## config.mk

```make
export PLATFORM = sky130hd
export DESIGN_NAME = hsv_core_trap_seq
export DESIGN_NICKNAME = d
export VERILOG_FILES = /design/src/rtl/hsv_core_trap_seq.sv
export SDC_FILE = /design/constraint.sdc
export NUM_CORES = 1
export LEC_CHECK = 0
export ABC_AREA = 1
export CAP_MARGIN = 20
export CORE_ASPECT_RATIO = 0.75
export CORE_UTILIZATION = 43
export DETAILED_ROUTE_END_ITERATION = 8
export PLACE_DENSITY = 0.81
export SLEW_MARGIN = 25
export SYNTH_ARGS = -nofsm -noshare
export SYNTH_HDL_FRONTEND = slang
export SYNTH_SLANG_ARGS = --single-unit
```

## constraint.sdc

```tcl
create_clock -name clk_core -period 2.8 [get_ports clk_core]
set_clock_uncertainty 0.1 [all_clocks]
set_input_delay 0.7 -clock clk_core [delete_from_list [all_inputs] [get_ports clk_core]]
set_output_delay 0.7 -clock clk_core [all_outputs]
set_load 0.05 [all_outputs]
```

## src/rtl/hsv_core_trap_seq.sv

```systemverilog
// Trap/flush sequencer: turns commit-stage flush, trap, mret and wfi events plus
// interrupts into CSR update pulses and a held pipeline-flush handshake.
package hsv_core_trap_seq_pkg;
    typedef logic [31:0] word_t;
    typedef logic [3:0]  exception_t;

    localparam exception_t EXC_INSN_MISALIGNED  = 4'd0;
    localparam exception_t EXC_INSN_FAULT       = 4'd1;
    localparam exception_t EXC_ILLEGAL_INSN     = 4'd2;
    localparam exception_t EXC_BREAKPOINT       = 4'd3;
    localparam exception_t EXC_LOAD_MISALIGNED  = 4'd4;
    localparam exception_t EXC_LOAD_FAULT       = 4'd5;
    localparam exception_t EXC_STORE_MISALIGNED = 4'd6;
    localparam exception_t EXC_STORE_FAULT      = 4'd7;
    localparam exception_t EXC_ECALL_U          = 4'd8;
    localparam exception_t EXC_ECALL_S          = 4'd9;
    localparam exception_t EXC_ECALL_M          = 4'd11;

    typedef struct packed {
        word_t      epc;
        word_t      value;
        exception_t cause;
        logic       irq;
        logic [3:0] irq_code;
    } trap_info_t;
endpackage

module hsv_core_trap_seq
    import hsv_core_trap_seq_pkg::*;
#(
    parameter word_t RESET_PC = 32'h0000_0000
) (
    input  logic       clk_core,
    input  logic       rst_core_n,

    input  logic       ctrl_flush_begin,
    input  logic       ctrl_commit,
    input  logic       ctrl_trap,
    input  logic       ctrl_mode_return,
    input  logic       ctrl_wait_irq,
    input  exception_t ctrl_trap_cause,
    input  word_t      ctrl_trap_value,
    input  word_t      ctrl_next_pc,
    output logic       ctrl_begin_irq,

    output logic       flush_req,
    output word_t      flush_target,
    input  logic       flush_ack,

    input  logic       irq_pending,
    input  logic [3:0] irq_code,

    input  word_t      mtvec_base,
    input  logic       mtvec_vectored,
    input  word_t      mepc,

    output logic       trap_we,
    output word_t      trap_epc,
    output word_t      trap_value,
    output exception_t trap_cause,
    output logic       trap_irq,
    output logic [3:0] trap_irq_code,

    output logic       mret_we
);

    typedef enum logic [2:0] {
        ST_IDLE,
        ST_RESOLVE,
        ST_REQ,
        ST_RELEASE,
        ST_WFI
    } state_t;

    state_t     r_state;
    logic       r_irq_flag;
    logic       r_flush_req;
    word_t      r_flush_target;
    logic       r_trap_we;
    logic       r_mret_we;
    trap_info_t r_trap;

    word_t      w_base;
    word_t      w_irq_vec;
    logic       w_begin_irq;
    logic       w_unused;

    // mtvec mode bits live in [1:0]; the caller already split them out
    assign w_unused    = &{1'b0, mtvec_base[1:0]};
    assign w_base      = {mtvec_base[31:2], 2'b00};
    assign w_irq_vec   = w_base + (mtvec_vectored ? {26'd0, irq_code, 2'b00} : 32'd0);

    // An interrupt only steals a committing instruction that is not itself flushing
    assign w_begin_irq = rst_core_n && (r_state == ST_IDLE) && irq_pending
                         && ctrl_commit && !ctrl_flush_begin;

    always_ff @(posedge clk_core) begin
        if (!rst_core_n) begin
            r_state        <= ST_IDLE;
            r_irq_flag     <= 1'b0;
            r_flush_req    <= 1'b0;
            r_flush_target <= RESET_PC;
            r_trap_we      <= 1'b0;
            r_mret_we      <= 1'b0;
            r_trap         <= '0;
        end else begin
            r_trap_we <= 1'b0;
            r_mret_we <= 1'b0;
            case (r_state)
                ST_IDLE: begin
                    if (ctrl_flush_begin) begin
                        r_state    <= ST_RESOLVE;
                        r_irq_flag <= 1'b0;
                    end else if (w_begin_irq) begin
                        r_state    <= ST_RESOLVE;
                        r_irq_flag <= 1'b1;
                    end
                end

                ST_RESOLVE: begin
                    r_irq_flag  <= 1'b0;
                    r_flush_req <= 1'b1;
                    r_state     <= ST_REQ;
                    if (r_irq_flag) begin
                        r_trap_we       <= 1'b1;
                        r_trap.epc      <= ctrl_next_pc;
                        r_trap.value    <= '0;
                        r_trap.cause    <= exception_t'(irq_code);
                        r_trap.irq      <= 1'b1;
                        r_trap.irq_code <= irq_code;
                        r_flush_target  <= w_irq_vec;
                    end else if (ctrl_trap) begin
                        r_trap_we       <= 1'b1;
                        r_trap.epc      <= ctrl_next_pc;
                        r_trap.value    <= ctrl_trap_value;
                        r_trap.cause    <= ctrl_trap_cause;
                        r_trap.irq      <= 1'b0;
                        r_trap.irq_code <= '0;
                        r_flush_target  <= w_base;
                    end else if (ctrl_mode_return) begin
                        r_mret_we      <= 1'b1;
                        r_flush_target <= mepc;
                    end else if (ctrl_wait_irq) begin
                        r_flush_target <= ctrl_next_pc;
                        r_state        <= ST_WFI;
                    end else begin
                        r_flush_target <= ctrl_next_pc;
                    end
                end

                ST_REQ: begin
                    if (flush_ack) begin
                        r_flush_req <= 1'b0;
                        r_state     <= ST_RELEASE;
                    end
                end

                ST_RELEASE: begin
                    if (!flush_ack) begin
                        r_state <= ST_IDLE;
                    end
                end

                ST_WFI: begin
                    // The held flush target is the resume pc that mepc must see
                    if (irq_pending && flush_ack) begin
                        r_trap_we       <= 1'b1;
                        r_trap.epc      <= r_flush_target;
                        r_trap.value    <= '0;
                        r_trap.cause    <= exception_t'(irq_code);
                        r_trap.irq      <= 1'b1;
                        r_trap.irq_code <= irq_code;
                        r_flush_target  <= w_irq_vec;
                        r_state         <= ST_REQ;
                    end
                end

                default: begin
                    r_state     <= ST_IDLE;
                    r_flush_req <= 1'b0;
                    r_irq_flag  <= 1'b0;
                end
            endcase
        end
    end

    assign ctrl_begin_irq = w_begin_irq;
    assign flush_req      = r_flush_req;
    assign flush_target   = r_flush_target;
    assign trap_we        = r_trap_we;
    assign trap_epc       = r_trap.epc;
    assign trap_value     = r_trap.value;
    assign trap_cause     = r_trap.cause;
    assign trap_irq       = r_trap.irq;
    assign trap_irq_code  = r_trap.irq_code;
    assign mret_we        = r_mret_we;

endmodule

```

After elaboration in Yosys (flattened, before gate mapping)
Cells that the tools add are included.
- bits in registers: 112
- output and inout port bits: 109
- word-level logic and storage cells: 71
- $add $sub $neg: 1
- equal/unequal tests: 9
- mux-type cells: 30
- bitwise operators: 4
- reductions and logical operators: 16
- operators with widths (kind ; count):
    two-way mux 73 bit ; 3
    case mux 73 bit (2 select lines) ; 1
    two-way mux 32 bit ; 4
    case mux 32 bit (2 select lines) ; 1
    adder 32 x 6 -> 32 bit ; 1
    two-way mux 3 bit ; 9
    case mux 3 bit (5 select lines) ; 1
    two-way mux 1 bit ; 7
    equality test 3 x 2 -> 1 bit (second input constant) ; 2
    two-way mux 6 bit ; 1
    inequality test 2 bit (second input constant) ; 3
    inequality test 3 bit (second input constant) ; 2
    AND reduction 2 bit ; 3
    OR reduction 3 bit ; 2
    logical AND 1 bit ; 5
    inverter 1 bit ; 4
    case mux 1 bit (2 select lines) ; 2
    AND reduction 4 bit ; 1
    OR reduction 4 bit ; 1
    equality test 3 x 1 -> 1 bit (second input constant) ; 1
    equality test 3 bit (second input constant) ; 1
    logical NOT 3 bit ; 1
    case mux 1 bit (3 select lines) ; 1
    AND reduction 3 bit ; 1
    2 further kinds ; 2

Depth between registers and ports, before layout
Gate-level depths: netlist of the first run.
- word-level depth: 8
- mapped depth: 15
- mapped depth without buffers: 15

Worst setup path before layout of the first run
No wires, ideal clock.
- path type: input to output
- start: input port ctrl_flush_begin
- end: output port ctrl_begin_irq
- arrival: 1.548 ns
- required time: 2.000 ns
- setup slack: 0.452 ns
- stages: 3
- path buffers: 0
- path through: nor2_1 > nand2_1 > nor2_1
- word-level cells in the longest chain between the ends: 2
- RTL lines (element ; RTL line ; RTL):
    from (decl) ; 36 ; input logic ctrl_flush_begin,
    logical NOT 1 bit ; 95 ; && ctrl_commit && !ctrl_flush_begin;
    logical AND 1 bit ; 95 ;
    to (decl) ; 44 ; output logic ctrl_begin_irq,
No other way between the ends.

Worst setup path after layout of the first run
- start: input port mtvec_vectored
- end: register r_flush_target[18] (netlist: flush_target[18])
- word-level cells in the longest chain between the ends: 4
- elaborated cells between the ends (all ways): 5
- classes of those cells: add/sub (1); mux (4)
- RTL lines (element ; RTL line ; RTL):
    from (decl) ; 54 ; input logic mtvec_vectored,
    two-way mux 6 bit (*) ; 91 ; assign w_irq_vec = w_base + (mtvec_vectored ? {26'd0, irq_code, 2'b00} : 32'd0);
    adder 32 x 6 -> 32 bit (*) ; 91 ;
    two-way mux 32 bit (on tied branches) ; 166, 124 ;
    case mux 32 bit (2 select lines) (*) ; 109 ; case (r_state)
    to (signal assigned) ; 131 ; r_flush_target <= w_irq_vec;
    to (signal assigned) ; 139 ; r_flush_target <= w_base;
    to (signal assigned) ; 173 ; r_flush_target <= w_irq_vec;
    to (decl) ; 78 ; word_t r_flush_target;
Mark *: on every way between the ends. The rest lies on a longest branch, timed or not. The select of a mux whose other input is x is not followed.
A chain may end at the register's enable or synchronous reset.

==> out/metrics.cfg, run 1 <==
[cts]
ctsResizeCount=0
clkLatencyLatePin_ns=0.36
tritoncts=built
clkTransAtPathRegs_ns=0.08
clock-root-buffer=sky130_fd_sc_hd__clkbuf_16
cts.sink_count=112
ctsHoldBuffers=0
cts-root-to-sink-buffers=2
htree_num_levels=3
cts_inserted_buffers=9
post-cts-setup-buffer-count=0

[logic_synthesis]
postSynthAreaPerCell_um2=6.44
yosysWarnings=0
synth-compound-area-share_pct=20.3
netlist_area_mm2=0.00609
post_synth_num_cell_types=37
yosysSeqAreaShare_pct=36.8
syn-instance-count=946
synth-simple-area-share_pct=34.0
synthesis.nets=1097
yosys.area_share.adder_pct=1.15
synth_top_family_by_area=simple AND/OR/NAND/NOR gates
synth-xor-area-share_pct=0.288
synthMuxAreaShare_pct=0
ff_latch_count_synth=112

[global_routing]
first_global_vias=6922
number_of_antenna_violations_at_the_first_check_in_global_routing=0
grt.total_usage_pct=31.0
grt_first_pass_wirelength_mm=35.8
globalRoute.totalOverflow=0
maximum_number_of_pins_on_one_net_before_global_route_repair=79

[final_layout]
antenna-diode-count=0
final_core_utilization_pct=66.8
final_layout_size_suffix_gt1_share_pct=5.54
nNetsFinal=1338
flow.area_growth_from_synthesis_pct=50.8

[floorplanning]
site_rows=37
io_pins=255
floorplan.core_area_mm2=0.0137
area_of_the_die_mm2=0.0147
die_width_um=139
floorplan.initialDensity_pct=44.3
die_h_um=105

[setup_path]
critical_path_required_ns=2.98
rrSetupSlack_ns=0.67
path_max_fanout=7
crit_path_end_kind=flop
worstPathArrival_ns=2.83
critPathKind=in2reg
regToRegStartpoint=r_state[1]
timing.reg2reg.worst_path_depth=8
timing.rr.end=trap_value[21]
crit_path_launch_type=input pin

[power]
internal_power_mw=3.92
netSwitchingFraction_pct=45.3
power_density_mw_per_mm2=779
power_leakage_nw=3.63
pwr-share-comb_pct=49.2
power_share_of_the_sequential_group_pct=31.1
peakVddDrop_mv=0.494
power_share_of_the_clock_group_pct=19.7
switchingPower_mw=3.24

[timing]
layout_worst_path_cycle_share_pct=94.5
rsz_0062_raised_after_global_routing=no
max_freq_mhz=378
final_number_of_max_transition_violations=0
slew_headroom_pct=43.7
worst_pin_slew_ns=0.842
final.min_clock_period_ns=2.65
hold_violation_count_in_the_final_report=0
fin_setup_tns_ns=0
setup_viol=0

[drt]
ant_nets=0
iteration_0_drc_count_of_the_detailed_router=656
avgViaCountPerCell=5.40
remaining_drc_errors=0
route.final.wire_length_mm=22.6
dr_total_vias=7382
drt_pass1_iterations=6
routed_wire_length_per_instance_um=16.6

[min_path]
worst_hold_endpoint=trap_irq_code[1]
min-delay-start=trap_irq_code[1]
min_delay_path_depth=2
hp-class=reg2reg

[place]
place.detailed.hpwl_mm=16.8
port-buffer-count=252
place_congestion=0.984

[flow_run]
maxCapViolCount=0

[run_status]
status=completed

==> layer usage <==
metal / global-route usage, % / part of all wire (%) / vias up
li1: - / - / 3642
met1: 42.4 / 46 / 3367
met2: 48.2 / 43 / 331
met3: 6.10 / 8.5 / 42
met4: 11.3 / 2.8 / 0
met5: 0 / 0 / -
==> placed cells by master, fill, tap and decap left out, types with 2 or more instances in the layout <==
cell type / n
sky130_fd_sc_hd__nand2_1: 234
sky130_fd_sc_hd__dfxtp_1: 112
sky130_fd_sc_hd__nand4_1: 4
sky130_fd_sc_hd__buf_4: 32
sky130_fd_sc_hd__nand3_1: 46
sky130_fd_sc_hd__nor2_2: 2
sky130_fd_sc_hd__ha_1: 4
sky130_fd_sc_hd__a31oi_1: 36
sky130_fd_sc_hd__o311ai_0: 2
sky130_fd_sc_hd__inv_2: 3
sky130_fd_sc_hd__clkbuf_16: 9
sky130_fd_sc_hd__o21ai_0: 101
sky130_fd_sc_hd__xor2_1: 2
sky130_fd_sc_hd__o221ai_1: 5
sky130_fd_sc_hd__a21oi_1: 71
sky130_fd_sc_hd__nor2_1: 159
sky130_fd_sc_hd__nor3_1: 35
sky130_fd_sc_hd__inv_1: 42
sky130_fd_sc_hd__o22ai_1: 6
sky130_fd_sc_hd__clkdlybuf4s50_1: 250
sky130_fd_sc_hd__buf_12: 4
sky130_fd_sc_hd__nand3b_1: 9
sky130_fd_sc_hd__inv_6: 2
sky130_fd_sc_hd__nand2_4: 3
==> per-stage QoR <==
step                      std cells  total power, mW  hold slack [ns]  setup WS [ns]  area, um2
after global routing           1367             7.49            0.410         0.0233       9190
final                          1367             7.16            0.371          0.153       9190
after detailed placement       1351             5.75            0.357         -0.165       8860
after floorplan                 946             4.50            0.383          0.452       6090
after global placement         1351             5.70            0.352         -0.113       8860
after CTS                      1367             7.16            0.369          0.185       9190
==> critical path: stages <==
cell,delay (ns)
sky130_fd_sc_hd__clkdlybuf4s50_1,0.46
sky130_fd_sc_hd__nand2_1,0.08
sky130_fd_sc_hd__inv_1,0.04
sky130_fd_sc_hd__ha_1,0.20
sky130_fd_sc_hd__fa_1,0.39
sky130_fd_sc_hd__nand2_1,0.10
sky130_fd_sc_hd__inv_1,0.05
sky130_fd_sc_hd__nand2_1,0.05
sky130_fd_sc_hd__nand2_1,0.06
sky130_fd_sc_hd__inv_1,0.16
sky130_fd_sc_hd__nor2_4,0.09
sky130_fd_sc_hd__nand3_1,0.13
sky130_fd_sc_hd__nor2_1,0.06
sky130_fd_sc_hd__nor2_1,0.08
sky130_fd_sc_hd__nand2_1,0.06
sky130_fd_sc_hd__a21oi_1,0.13
==> layout make-up <==
class | count | area, um2
clock buffer | 10 | 239
clock inverter | 6 | 83.8
fill | 1237 | 4560
inverter | 46 | 175
multi-input combinational | 731 | 3400
sequential | 112 | 2240
tap | 175 | 219
timing repair buffer | 287 | 2830
==> cell usage after synthesis (all sizes together) <==
cell / count / area [um2]
buf: 28 / 168
nand3: 47 / 248
a211oi: 1 / 7.51
o21a: 1 / 7.51
inv: 46 / 175
xor2: 2 / 17.5
a41oi: 1 / 8.76
o221ai: 5 / 43.8
nor2: 162 / 621
o21ai: 103 / 527
clkbuf: 29 / 109
nand4: 4 / 25.0
a21oi: 71 / 355
o311ai: 2 / 17.5
dfxtp: 112 / 2240
ha: 4 / 50.1
nand3b: 9 / 67.6
and3b: 1 / 8.76
a31oi: 36 / 225
a21o: 1 / 7.51
nor3: 36 / 185
nand2: 237 / 912
nor4: 1 / 6.26
fa: 1 / 20.0
o22ai: 6 / 37.5
==> flip-flops by register name (all words and copies together) (netlist names) <==
name,flops
flush_target,32
trap_epc,32
trap_value,32
trap_cause,4
trap_irq_code,4
r_state,3
flush_req,1
mret_we,1
r_irq_flag,1
trap_irq,1
trap_we,1
==> logic make-up (layout without fill, tap and decap cells) <==
family                     after synthesis  in the layout
DFF                                    112            112
xor gates and xnor gates                 2              2
AOI/OAI and AO/OA                      227            227
buffers and inverters                  103            349
and+or+nand+nor                        497            497
adders and majority gates                5              5
==> worst max-delay path by stage <==
| stage | from | endpoint | cells after the start |
|---|---|---|---|
| finish | mtvec_vectored | flush_target[18] | 16 |
| global route | mtvec_vectored | flush_target[16] | 15 |
| CTS | mtvec_vectored | flush_target[18] | 16 |
| detailed placement | mtvec_vectored | flush_target[18] | 16 |
| global placement | mtvec_vectored | flush_target[18] | 16 |
| floorplan | ctrl_flush_begin | ctrl_begin_irq | 3 |
==> power groups by stage <==
stage                     Combinational [mW]  Sequential [mW]  Clock (mW)
after detailed placement                3.49             2.25           0
after floorplan                         1.01             3.48           0
final                                   3.52             2.23        1.41
after CTS                               3.51             2.22        1.43
after global placement                  3.46             2.24           0
after global routing                    3.72             2.28        1.49
Power figures use the tool's default switching activity.
==> run 2: changes to the inputs <==
CORE_ASPECT_RATIO = 0.6   (was 0.75)
==> out/metrics.cfg, run 2 (synthesis gave the netlist of run 1 again) <==
[setup_path]
worstPathArrival_ns=2.81
timing.critical_path.slowest_cell_delay_ns=0.52
crit_path_launch_type=input pin
timing.critical_path.cells=clkdlybuf4s50_1 > nand2_1 > inv_1 > ha_1 > fa_1 > nand2_1 > inv_1 > nand2_1 > nand2_1 > inv_1 > nor2_4 > nand3_1 > nor2_1 > nor2_1 > nand2_1 > a21oi_1
critical_path_required_ns=2.95
worst_path_most_repeated_cell=sky130_fd_sc_hd__nand2_1
critPathKind=in2reg
crit_path_end_kind=flop
slowest_stage=sky130_fd_sc_hd__clkdlybuf4s50_1
path_max_fanout=7

[cts]
post-cts-setup-buffer-count=0
cts-root-to-sink-buffers=2
clock-root-buffer=sky130_fd_sc_hd__clkbuf_16
clkLatencyLatePin_ns=0.36
cts.sink_count=112
tritoncts=built
htree_num_levels=3
cts_inserted_buffers=9
clkTransAtPathRegs_ns=0.08

[floorplanning]
floorplan.core_area_mm2=0.0137
die_h_um=94.2
area_of_the_die_mm2=0.0147
site_rows=33
floorplan.initialDensity_pct=44.3
die_width_um=156
io_pins=255

[timing]
max_freq_mhz=375
layout_worst_path_cycle_share_pct=95.1
fin_setup_tns_ns=0
setup_viol=0
final.min_clock_period_ns=2.66
worst_pin_slew_ns=0.630
rsz_0062_raised_after_global_routing=no
slew_headroom_pct=58.0
final_number_of_max_transition_violations=0
hold_violation_count_in_the_final_report=0
final_critical_path_setup_slack_ns=0.137

[drt]
ant_nets=0
remaining_drc_errors=0
avgViaCountPerCell=5.42
iteration_0_drc_count_of_the_detailed_router=630
drt_pass1_iterations=5
route.final.wire_length_mm=23.9
routed_wire_length_per_instance_um=17.2
dr_total_vias=7520

[power]
power_leakage_nw=3.64
peakVddDrop_mv=0.460
power_density_mw_per_mm2=771
switchingPower_mw=3.30
pwr-share-comb_pct=49.4
power_share_of_the_sequential_group_pct=31.7
netSwitchingFraction_pct=46.3
power_share_of_the_clock_group_pct=18.9
internal_power_mw=3.82

[flow_run]
maxCapViolCount=0

[min_path]
hp-class=reg2reg

[global_routing]
busiest_metal_layer_after_global_routing=met2
groute.layer.met2.usage_pct=47.9
use_met3_pct=8.67
grt.total_usage_pct=32.1
first_global_vias=6677
grt_first_pass_wirelength_mm=36.2
use_met1_pct=46.1
maximum_number_of_pins_on_one_net_before_global_route_repair=65
number_of_antenna_violations_at_the_first_check_in_global_routing=0
globalRoute.totalOverflow=0

[final_layout]
layout.cells.most_common_list=250 x sky130_fd_sc_hd__clkdlybuf4s50_1, 234 x sky130_fd_sc_hd__nand2_1, 159 x sky130_fd_sc_hd__nor2_1
flow.area_growth_from_synthesis_pct=51.5
most_frequent_standard_cell_in_the_layout_excluding_fill_and_tap_cells=sky130_fd_sc_hd__clkdlybuf4s50_1
nNetsFinal=1342
antenna-diode-count=0
layout.filler_cells=1281
final_layout_size_suffix_gt1_share_pct=5.85

[place]
preCtsSetupSlack_ns=-0.171
place.detailed.hpwl_mm=17.8
port-buffer-count=252
place_congestion=0.980

[run_status]
status=completed

[run 2: area by class of cell]
type,instances,area (um2),area share [%]
clock buffer,9,225,2.44
clock inverter,7,91.3,0.990
inverter,46,175,1.90
multi-input combinational,731,3400,36.8
sequential,112,2240,24.3
tap,192,240,2.60
timing repair buffer,291,2860,31.0
[run 2: power by group through the flow]
stage	Combinational [mW]	Clock, mW	Sequential (mW)
2_1_floorplan	1.01	0	3.48
3_3_place_gp	3.46	0	2.27
3_5_place_dp	3.49	0	2.28
4_1_cts	3.50	1.36	2.25
5_1_grt	3.72	1.43	2.30
6_report	3.52	1.34	2.25
[run 2: timing repair]
item,in CTS,in global routing
resized for setup,0,1
hold buffers,0,0
setup endpoints to repair,0,1
[run 2: final timing paths]
check,start,to,slack [ns],cells after the start
hold / removal,trap_irq_code[0],trap_irq_code[0],0.37,2
setup / recovery,mtvec_vectored,flush_target[18],0.14,16
hold reg to reg,trap_irq_code[0],trap_irq_code[0],0.37,2
setup reg to reg,r_state[1],flush_target[2],0.39,7
[run 2: metrics by stage]
stage / cells / util [%] / power (mW) / hold WS, ns / cell area, um2
4_1_cts: 1388 / 67.1 / 7.12 / 0.372 / 9230
5_1_grt: 1388 / 67.1 / 7.45 / 0.404 / 9230
2_1_floorplan: 946 / - / 4.50 / 0.383 / 6090
3_3_place_gp: 1372 / 64.8 / 5.72 / 0.353 / 8910
6_report: 1388 / 67.1 / 7.11 / 0.374 / 9230
3_5_place_dp: 1372 / 64.8 / 5.77 / 0.357 / 8910
[run 2: metal layers]
layer | vias up | routed length (um)
met3 | 23 | 2720
met4 | 0 | 246
met5 | - | 0
li1 | 3644 | -
met1 | 3453 | 10800
met2 | 400 | 10000
[run 2: worst max-delay path: cells and delay by family]
| family | cells | cell delay [ns] |
|---|---|---|
| fa+ha+maj | 2 | 0.39 |
| simple gates | 9 | 0.91 |
| buf+inv | 4 | 0.76 |
| compound gates | 1 | 0.05 |
